## config.mk

```make
export PLATFORM = sky130hd
export DESIGN_NAME = i2cmb_cmd_sequencer
export DESIGN_NICKNAME = d
export VERILOG_FILES = /design/src/rtl/i2cmb_cmd_sequencer.sv
export SDC_FILE = /design/constraint.sdc
export NUM_CORES = 1
export LEC_CHECK = 0
export ABC_AREA = 1
export CORE_UTILIZATION = 45
export CTS_BUF_LIST = sky130_fd_sc_hd__clkbuf_8
export DETAILED_ROUTE_END_ITERATION = 10
export HOLD_SLACK_MARGIN = 0.12
export MAX_ROUTING_LAYER = met4
export PLACE_DENSITY_LB_ADDON = 0.15
export SYNTH_ARGS = -nofsm -noshare
export SYNTH_HDL_FRONTEND = slang
export SYNTH_SLANG_ARGS = --single-unit
```

## constraint.sdc

```tcl
create_clock -name clk_i -period 1.5 [get_ports clk_i]
set_input_delay 0.375 -clock clk_i [delete_from_list [all_inputs] [get_ports clk_i]]
set_output_delay 0.375 -clock clk_i [all_outputs]
set_load 0.05 [all_outputs]
```

## src/rtl/i2cmb_cmd_sequencer.sv

```systemverilog
// Wishbone master that sequences i2cmb register accesses to run one I2C transaction per request.
// Define I2CMB_SEQ_POLL_EN to poll CMDR for completion instead of waiting on irq_i.
module i2cmb_cmd_sequencer #(
    parameter int unsigned LEN_W = 8,
    parameter int unsigned BUS_W = 4
) (
    input  logic             clk_i,
    input  logic             rst_n_i,
    input  logic             req_valid_i,
    output logic             req_ready_o,
    input  logic             req_rw_i,
    input  logic [BUS_W-1:0] req_bus_i,
    input  logic [6:0]       req_addr_i,
    input  logic [LEN_W-1:0] req_len_i,
    input  logic [7:0]       wr_data_i,
    input  logic             wr_valid_i,
    output logic             wr_ready_o,
    output logic [7:0]       rd_data_o,
    output logic             rd_valid_o,
    output logic             done_o,
    output logic [1:0]       status_o,
    output logic             wb_cyc_o,
    output logic             wb_stb_o,
    output logic             wb_we_o,
    output logic [1:0]       wb_adr_o,
    output logic [7:0]       wb_dat_o,
    input  logic [7:0]       wb_dat_i,
    input  logic             wb_ack_i,
    input  logic             irq_i
);

`ifdef I2CMB_SEQ_POLL_EN
    localparam logic [7:0] CsrInit = 8'h80;
`else
    localparam logic [7:0] CsrInit = 8'hC0;
`endif

    typedef enum logic [3:0] {
        StInit, StIdle, StDpr, StCmd, StWait, StRdCmdr, StBusy, StDecode, StRdDpr, StRdOut, StDone
    } state_e;

    typedef enum logic [2:0] {
        StepSetBus, StepStart, StepAddr, StepWrite, StepRead, StepStop
    } step_e;

    state_e           state_q, state_d, ret_q, ret_d;
    step_e            step_q, step_d;
    logic [LEN_W-1:0] cnt_q, cnt_d;
    logic             rw_q, rw_d;
    logic [BUS_W-1:0] bus_q, bus_d;
    logic [6:0]       addr_q, addr_d;
    logic [1:0]       stat_q, stat_d, status_q, status_d;
    logic [7:0]       rdat_q, rdat_d;
    logic             cyc_q, cyc_d, we_q, we_d;
    logic [1:0]       adr_q, adr_d;
    logic [7:0]       dat_q, dat_d;

    logic             launch, l_we, pending;
    logic [1:0]       l_adr;
    logic [7:0]       l_dat, cmd;
    state_e           l_ret;

    always_ff @(posedge clk_i or negedge rst_n_i) begin
        if (!rst_n_i) begin
            state_q  <= StInit;
            ret_q    <= StIdle;
            step_q   <= StepSetBus;
            cnt_q    <= '0;
            rw_q     <= 1'b0;
            bus_q    <= '0;
            addr_q   <= '0;
            stat_q   <= 2'b00;
            status_q <= 2'b00;
            rdat_q   <= '0;
            cyc_q    <= 1'b0;
            we_q     <= 1'b0;
            adr_q    <= '0;
            dat_q    <= '0;
        end else begin
            state_q  <= state_d;
            ret_q    <= ret_d;
            step_q   <= step_d;
            cnt_q    <= cnt_d;
            rw_q     <= rw_d;
            bus_q    <= bus_d;
            addr_q   <= addr_d;
            stat_q   <= stat_d;
            status_q <= status_d;
            rdat_q   <= rdat_d;
            cyc_q    <= cyc_d;
            we_q     <= we_d;
            adr_q    <= adr_d;
            dat_q    <= dat_d;
        end
    end

    always_comb begin
        case (step_q)
            StepSetBus: cmd = 8'h06;
            StepStart:  cmd = 8'h04;
            StepRead:   cmd = (cnt_q == LEN_W'(1)) ? 8'h03 : 8'h02;
            StepStop:   cmd = 8'h05;
            default:    cmd = 8'h01;
        endcase
    end

    always_comb begin
        state_d = state_q;
        ret_d = ret_q;
        step_d = step_q;
        cnt_d = cnt_q;
        rw_d = rw_q;
        bus_d = bus_q;
        addr_d = addr_q;
        stat_d = stat_q;
        status_d = status_q;
        rdat_d = rdat_q;
        cyc_d = cyc_q;
        we_d = we_q;
        adr_d = adr_q;
        dat_d = dat_q;
        launch = 1'b0;
        l_we = 1'b0;
        l_adr = 2'd0;
        l_dat = 8'h00;
        l_ret = StIdle;
        pending = 1'b0;
        req_ready_o = 1'b0;
        wr_ready_o = 1'b0;
        rd_valid_o = 1'b0;
        done_o = 1'b0;

        case (state_q)
            StInit: begin
                launch = 1'b1; l_we = 1'b1; l_adr = 2'd0; l_dat = CsrInit; l_ret = StIdle;
            end
            StIdle: begin
                req_ready_o = 1'b1;
                if (req_valid_i) begin
                    rw_d = req_rw_i;
                    bus_d = req_bus_i;
                    addr_d = req_addr_i;
                    cnt_d = req_len_i;
                    stat_d = 2'b00;
                    step_d = StepSetBus;
                    state_d = StDpr;
                end
            end
            StDpr: begin
                case (step_q)
                    StepSetBus: begin
                        launch = 1'b1; l_we = 1'b1; l_adr = 2'd1; l_dat = 8'(bus_q); l_ret = StCmd;
                    end
                    StepAddr: begin
                        launch = 1'b1; l_we = 1'b1; l_adr = 2'd1; l_dat = {addr_q, rw_q};
                        l_ret = StCmd;
                    end
                    StepWrite: begin
                        if (wr_valid_i) begin
                            wr_ready_o = 1'b1;
                            launch = 1'b1; l_we = 1'b1; l_adr = 2'd1; l_dat = wr_data_i;
                            l_ret = StCmd;
                        end
                    end
                    default: state_d = StCmd;
                endcase
            end
            StCmd: begin
                launch = 1'b1; l_we = 1'b1; l_adr = 2'd2; l_dat = cmd; l_ret = StWait;
            end
            StWait: begin
`ifdef I2CMB_SEQ_POLL_EN
                state_d = StRdCmdr;
`else
                if (irq_i) state_d = StRdCmdr;
`endif
            end
            StRdCmdr: begin
                launch = 1'b1; l_we = 1'b0; l_adr = 2'd2; l_ret = StDecode;
            end
            StBusy: begin
                if (wb_ack_i) begin
                    cyc_d = 1'b0;
                    we_d = 1'b0;
                    adr_d = 2'd0;
                    dat_d = 8'h00;
                    if (!we_q) rdat_d = wb_dat_i;
                    state_d = ret_q;
                end
            end
            StDecode: begin
`ifdef I2CMB_SEQ_POLL_EN
                pending = (rdat_q[7:4] == 4'h0);
`endif
                // Losing the bus or a core error means we no longer own it: skip STOP.
                if (rdat_q[5] || rdat_q[4]) begin
                    stat_d = 2'b11;
                    state_d = StDone;
                end else if (pending) begin
                    state_d = StRdCmdr;
                end else begin
                    state_d = StDpr;
                    case (step_q)
                        StepSetBus: step_d = StepStart;
                        StepStart:  step_d = StepAddr;
                        StepAddr: begin
                            if (rdat_q[6]) begin
                                stat_d = 2'b01;
                                step_d = StepStop;
                            end else if (cnt_q == '0) begin
                                step_d = StepStop;
                            end else begin
                                step_d = rw_q ? StepRead : StepWrite;
                            end
                        end
                        StepWrite: begin
                            if (rdat_q[6]) begin
                                stat_d = 2'b10;
                                step_d = StepStop;
                            end else begin
                                if (cnt_q != '0) cnt_d = cnt_q - LEN_W'(1);
                                step_d = (cnt_q == LEN_W'(1)) ? StepStop : StepWrite;
                            end
                        end
                        StepRead: state_d = StRdDpr;
                        default:  state_d = StDone;
                    endcase
                end
            end
            StRdDpr: begin
                launch = 1'b1; l_we = 1'b0; l_adr = 2'd1; l_ret = StRdOut;
            end
            StRdOut: begin
                rd_valid_o = 1'b1;
                if (cnt_q != '0) cnt_d = cnt_q - LEN_W'(1);
                step_d = (cnt_q == LEN_W'(1)) ? StepStop : StepRead;
                state_d = StDpr;
            end
            StDone: begin
                done_o = 1'b1;
                status_d = stat_q;
                state_d = StIdle;
            end
            default: state_d = StInit;
        endcase

        if (launch) begin
            cyc_d = 1'b1;
            we_d = l_we;
            adr_d = l_adr;
            dat_d = l_dat;
            ret_d = l_ret;
            state_d = StBusy;
        end
    end

    assign status_o  = (state_q == StDone) ? stat_q : status_q;
    assign rd_data_o = rdat_q;
    assign wb_cyc_o  = cyc_q;
    assign wb_stb_o  = cyc_q;
    assign wb_we_o   = we_q;
    assign wb_adr_o  = adr_q;
    assign wb_dat_o  = dat_q;

endmodule

```

==> summary.md <==
| Metric | Value |
|---|---|
| Async SR Flop Fraction | 100.0% |
| Port bufs | 68 |
| Number of DRC markers in iteration 0 | 185 |
| Fin nets | 588 |
| Final Hold Fails | 0 |
| Failing checks | design-rule violations, negative setup slack |
| Status | finished, violations left |
| Synth Cell Area | 3048 um2 |
| Commonest cells in the netlist | 165 x nand2_1, 54 x dfrtp_1, 40 x inv_1 |
| Place WS | -0.3064 ns |
| GR Util met1 | 28.87% |
| Core ar. | 6459 um2 |
| CTS tree | built |
| Total global-route track usage | 24.39% |
| Register area | 1383 um2 |
| Filler cell count | 397 |
| Peak supply drop | 0.9156 mV |
| CTS Buffer Depth | 2 |
| Io pins | 69 |
| Critical Path Fanout Max | 3 |
| Final wirelength | 9581 um |
| DR vias/cell | 5.211 |
| Area of the multi-input gates | 1821 um2 |
| Startpoint types | register |
| Top cell type's share of synthesized area | 44.33% |
| GRT met3 Usage | 3.540% |
| Slowest-stage cell, CP | dfrtp_2 |
| Inserted Diodes | 0 |
| Initial antenna violation count | 0 |
| Initial Util | 47.19% |
| Cell Rows | 29 |
| Detailed Routing Iterations Pass 1 | 7 |
| GR peak layer | met2 |
| CTS Buf Count | 5 |
| Total die area | 7106 um2 |
| Post-synthesis sequential area ratio | 45.20% |
| CP Capture Type | output pin |
| Tcrit/Tclk final | 122.2% |
| Pwr dens | 2111 nW/um2 |
| Vias | 3236 |
| Leakage power | 2.607 nW |
| WP data arrival | 1.46 ns |
| Worst-margin pin slew | 0.3156 ns |
| Count of cell types in the netlist | 30 |
| H-tree depth | 2 |
| Worst-path clk slew | 0.10 ns |
| Syn_area_per_cell | 7.416 um2 |
| Fmax | 545.6 MHz |
| Met2 usage | 42.77% |
| Synth top area cells | dfrtp_1 44%, nand2_1 20%, inv_1 4.9%, nor2_1 4.6%, o21ai_0 3.9% |
| Final min period | 1.833 ns |
| Req. time, crit path | 1.12 ns |
| P&R area growth vs syn | 68.68% |
| Critical-path cell list | inv_2 > nand2_4 > inv_4 > nand2_4 > clkinvlp_4 > nand2_2 > nand2_4 > buf_12 |
| Crit-path most repeated cell | nand2_4 |
| Worst Hold Class | reg2reg |
| Ys Warns | 0 |
| First-pass GRT wire length | 13390 um |
| Synthesized net count | 456 |
| Post-synth EDFFs | 0 |
| Post-detailed-route wirelength per cell | 15.43 um |
| #FFs+latches synth | 55 |
| Count of final max-slew check failures | 0 |
| Die height | 84.30 um |
| Final HPWL from detailed placement | 5682 um |
| Setup CP Type | reg2out |
| Syn Inst Count | 411 |
| Antenna Nets Post-Route | 0 |
| Die W | 84.30 um |
| Placer Congestion | 0.8841 |
| Setup Skew | 0.007388 ns |
| Congestion Overflow GR | 0 |
| Layout cell share with drive strength beyond 1 | 37.68% |
| Worst skew pair latency | 0.31 ns |
| Top_reg_cell synth | dfrtp_1 |
| Top-count cell post-synth | nand2_1 |
| CP peak stage delay | 0.44 ns |
| Max-cap check violation count | 0 |
| Tot Pwr | 0.01085 W |
| Max-slew headroom | 78.96% |
| Setup total negative slack | -8.013 ns |
| Final cell utilization of the core | 79.60% |
| Drc violations | 10 |
| Vias in the first global route | 3003 |
| Dominant cell type by area after synthesis | dfrtp_1 |
| Clock sinks | 55 |
| # setup viols final | 46 |
| RSZ-0062 raised after global routing | yes |
| Largest net degree at the start of global routing | 56 |
| Root buffer cell | clkbuf_8 |
| Setup ws final | -0.3328 ns |
==> worst max-delay path, delay by kind of cell (launching register included) <==
kind / cells / cell delay [ns]
buffers and inverters: 4 / 0.37
AND/OR/NAND/NOR: 4 / 0.32
flip-flops: 1 / 0.44
==> metal layers <==
| metal | vias to the layer above | part of all wire, % |
|---|---|---|
| li1 | 1546 | - |
| met1 | 1522 | 39 |
| met2 | 125 | 52 |
| met3 | 43 | 4.7 |
| met4 | 0 | 3.9 |
| met5 | - | 0 |
==> area by class of cell <==
type,count,share of cell area [%]
multi-input combinational,302,35.41
tap,77,1.874
clock inverter,2,0.6814
clock buffer,6,1.606
inverter,47,3.894
sequential,55,26.89
timing repair buffer,132,29.64
==> per-stage QoR <==
stage	area (um2)	std cells	hold slack, ns
floorplan	3109	411	0.07941
global placement	4379	586	0.3948
detailed placement	4379	586	0.3996
CTS	4690	607	0.4985
global route	5141	621	0.5330
finish	5141	621	0.5064
==> timing repair <==
action                                 4_1_cts  5_1_grt
gates cloned                                 1        2
setup endpoints to repair                   32       60
endpoints found under the hold margin       54        0
hold buffers                                 1        0
pin swaps                                   18       38
gates resized for setup                     28      111
buffers inserted                            12       12
==> where the power goes <==
part | leakage, nW | switching (W) | internal, W
clock network | 0.0612 | 0.000490 | 0.000541
registers | 0.691 | 0.000620 | 0.00213
logic | 1.85 | 0.00395 | 0.00312
total | 2.61 | 0.00506 | 0.00579
==> path summary, 6_finish.rpt <==
kind,from,end,slack (ns),cells after the start
max in group asynchronous,rst_n_i,ret_q[0]$_DFFE_PN1P_,0.62,3
min,ret_q[2]$_DFFE_PN0P_,ret_q[2]$_DFFE_PN0P_,0.51,2
min reg2reg,ret_q[2]$_DFFE_PN0P_,ret_q[2]$_DFFE_PN0P_,0.51,2
min in group asynchronous,rst_n_i,rd_data_o[1]$_DFFE_PN0P_,0.58,3
max reg2reg,state_q[2]$_DFFE_PN0P_,step_q[0]$_DFFE_PN0P_,-0.26,11
max,state_q[2]$_DFFE_PN0P_,status_o[0],-0.33,8
==> sequential cells by signal (all words and copies together), names as in the netlist <==
signal and count:
addr_q 7, bus_q 4, rd_data_o 8, step_q 3
status_q 2, cnt_q 8, wb_adr_o 2, state_q 4
stat_q 2, wb_dat_o 8, rw_q 1, wb_we_o 1
ret_q 4, wb_cyc_o 1
==> kinds of logic after synthesis <==
| family | count (synthesis) | synth area share, % |
|---|---|---|
| simple gates | 238 | 32.43 |
| compound gates | 48 | 8.539 |
| xor+xnor | 1 | 0.2874 |
| flops | 55 | 45.20 |
| mux | 11 | 4.434 |
| fa+ha+maj | 3 | 1.232 |
| buf+inv | 55 | 7.881 |
==> layout by cell type (no fill, tap or decap), types with 6 or more instances in the layout <==
cell,Yosys,layout
o21ai_1,1,8
inv_2,7,11
buf_6,3,22
nor2_4,1,17
nand3_1,16,15
nand2_4,2,22
nor2_1,37,22
nand2_2,6,12
nor2_2,6,6
buf_4,2,40
a21oi_1,16,12
dfrtp_1,54,50
nand2_1,165,137
o21ai_0,24,12
buf_12,0,28
clkdlybuf4s50_1,0,40
inv_1,40,28
clkbuf_8,0,6
mux2_2,8,8
inv_4,0,6
Note: power is estimated with default switching activity, not from simulation.
==> RTL edit, RTL diff (config.mk and constraints unchanged) <==
Build with the macro `I2CMB_SEQ_POLL_EN` defined.
--- a/src/rtl/i2cmb_cmd_sequencer.sv
+++ b/src/rtl/i2cmb_cmd_sequencer.sv
@@ -1,5 +1,7 @@
 // Wishbone master that sequences i2cmb register accesses to run one I2C transaction per request.
 // Define I2CMB_SEQ_POLL_EN to poll CMDR for completion instead of waiting on irq_i.
+`define I2CMB_SEQ_POLL_EN
+
 module i2cmb_cmd_sequencer #(
     parameter int unsigned LEN_W = 8,
     parameter int unsigned BUS_W = 4
Behaviour: not the same (Yosys sat finds a counterexample within 4 cycles, from zero or initial values and one cycle with rst_n_i low).
==> RTL edit against the unedited design <==
The flow finishes with violations (setup timing). Final area rose by 0.56%. Area after synthesis fell by 1.4%. Non-clock buffer count rose by 17. Clock power fell by 14%. Sequential cell count did not move. Worst setup slack got worse by 19 ps. Total power fell by 4.2%. Wire length fell by 0.62%. First-iteration DRC count rose by 50%. Cell count did not move. Synthesized cell count fell by 4.6%. Critical path type unchanged. Largest cell class unchanged. Largest power group unchanged. Highest routed layer unchanged.
==> RTL edit: results <==
export IMPL_switching_share_pct=45.7
export IMPL_globalRouteTotalUtil_pct=27.3
export IMPL_netlist_top_cells_area="dfrtp_1, nand2_1, o21ai_0"
export IMPL_r2r_setup_slack_ps=-300
export IMPL_rr_endpoint="cnt_q[5]"
export IMPL_drt_first_pass_iters=4
export IMPL_hpwl_um=6140
export IMPL_relSlewSlack_pct=68.5
export IMPL_setup_ws_ps=-352
export IMPL_setup_viol=59
export IMPL_routed_wl_um=9520
export IMPL_crit_start="state_q[0]"
export IMPL_dp_slack_ps=-240
export IMPL_port_buffers=67
export IMPL_first_iter_violations=278
export IMPL_p_leak_uw=0.00252
export IMPL_drive_gt1_share_pct=38.8
export IMPL_finClkSkew_ps=4.45
export IMPL_ys_seq_area_share_pct=45.8
export IMPL_status="finished with violations"
export IMPL_crit_arrival_ps=1480
export IMPL_ir_drop_uv=1250
export IMPL_syn_nets=437
export IMPL_violations="setup timing"
export IMPL_worstHoldStart="ret_q[0]"
export IMPL_place_congestion=0.886
export IMPL_dr_total_vias=3276
export IMPL_synth_common_cells="nand2_1, dfrtp_1, nor2_1"
export IMPL_grt_pass1_wl_um=15000
export IMPL_nFillCells=410
[RTL edit: changes by cell type in the layout (fill, tap and decap cells not counted), moves of 4 or more]
cell     delta
nand2_4    -13
nand3_1     +6
mux2_2      -8
inv_4       -4
nand2_1    -16
mux2_4      +8
o21ai_1     +5
buf_4      +18
a22oi_1     +4
[RTL edit: worst max-delay path, cell delays in order (launching register included)]
cell     delay (ps)
dfrtp_1         420
buf_4           150
buf_6           110
buf_6           120
nand2_4          70
nor2_4           50
buf_6           110
buf_12          130
[RTL edit: per-layer routing]
metal	vias to the layer above	share of wire [%]	global-route usage [%]
li1	1562	-	-
met1	1576	41	31.9
met2	117	53	48.2
met3	21	4.9	4.45
met4	0	1.8	8.63
met5	-	0	-
[RTL edit: layout make-up]
type | instances | area [sq um] | area share (%)
clock buffers | 5 | 68.8 | 1.33
clock inverters | 3 | 22.5 | 0.436
inverters | 38 | 148 | 2.86
multi-input cells | 293 | 1780 | 34.4
flip-flops and latches | 55 | 1390 | 26.9
well taps | 77 | 96.3 | 1.86
repair buffers | 149 | 1660 | 32.1
repair inverters | 1 | 7.51 | 0.145
[RTL edit: repair_timing]
item | 4_1_cts | 5_1_grt
pin swaps | 16 | 23
resized for setup | 59 | 49
buffers inserted | 19 | 10
setup endpoints to repair | 57 | 59
hold buffers | 1 | 0
hold endpoints to repair | 54 | 0
cloned | 2 | 2
[RTL edit: stage by stage]
step / instances / hold slack (ps) / power, uW / setup TNS [ps] / instance area, sq um
finish: 621 / 493 / 10400 / -12010 / 5170
global route: 621 / 520 / 11000 / -16220 / 5170
CTS: 610 / 495 / 9640 / -4530 / 4910
detailed placement: 580 / 399 / 8080 / -7360 / 4490
global placement: 580 / 398 / 7900 / -6280 / 4490
floorplan: 392 / 79.4 / 5650 / -2570 / 3110
[RTL edit: cells by family (layout without fill, tap and decap cells)]
group,after synthesis,count (layout),share of synthesized area [%]
AND/OR/NAND/NOR,219,221,31.1
AO/OA/AOI/OAI,57,57,10.7
flip-flops,55,55,45.8
buffers and inverters,46,196,6.70
multiplexers,11,11,4.12
adder cells (fa/ha/maj),3,3,1.25
XOR/XNOR,1,1,0.291
[RTL edit: worst max-delay path by stage]
stage | to | slack, ps | depth (start not counted)
finish | req_ready_o | -350 | 7
global route | cnt_q[5] | -420 | 11
CTS | wr_ready_o | -300 | 6
detailed placement | rd_data_o[6] | -240 | 6
global placement | rd_data_o[6] | -190 | 6
floorplan | addr_q[1] | -150 | 6
[RTL edit: power groups by stage]
stage / clock [uW] / sequential [uW] / combinational, uW
final: 889 / 2720 / 6780
after floorplan: 0 / 3110 / 2540
after CTS: 890 / 2660 / 6090
after global routing: 941 / 2800 / 7280
after global placement: 0 / 2650 / 5250
after detailed placement: 0 / 2680 / 5400
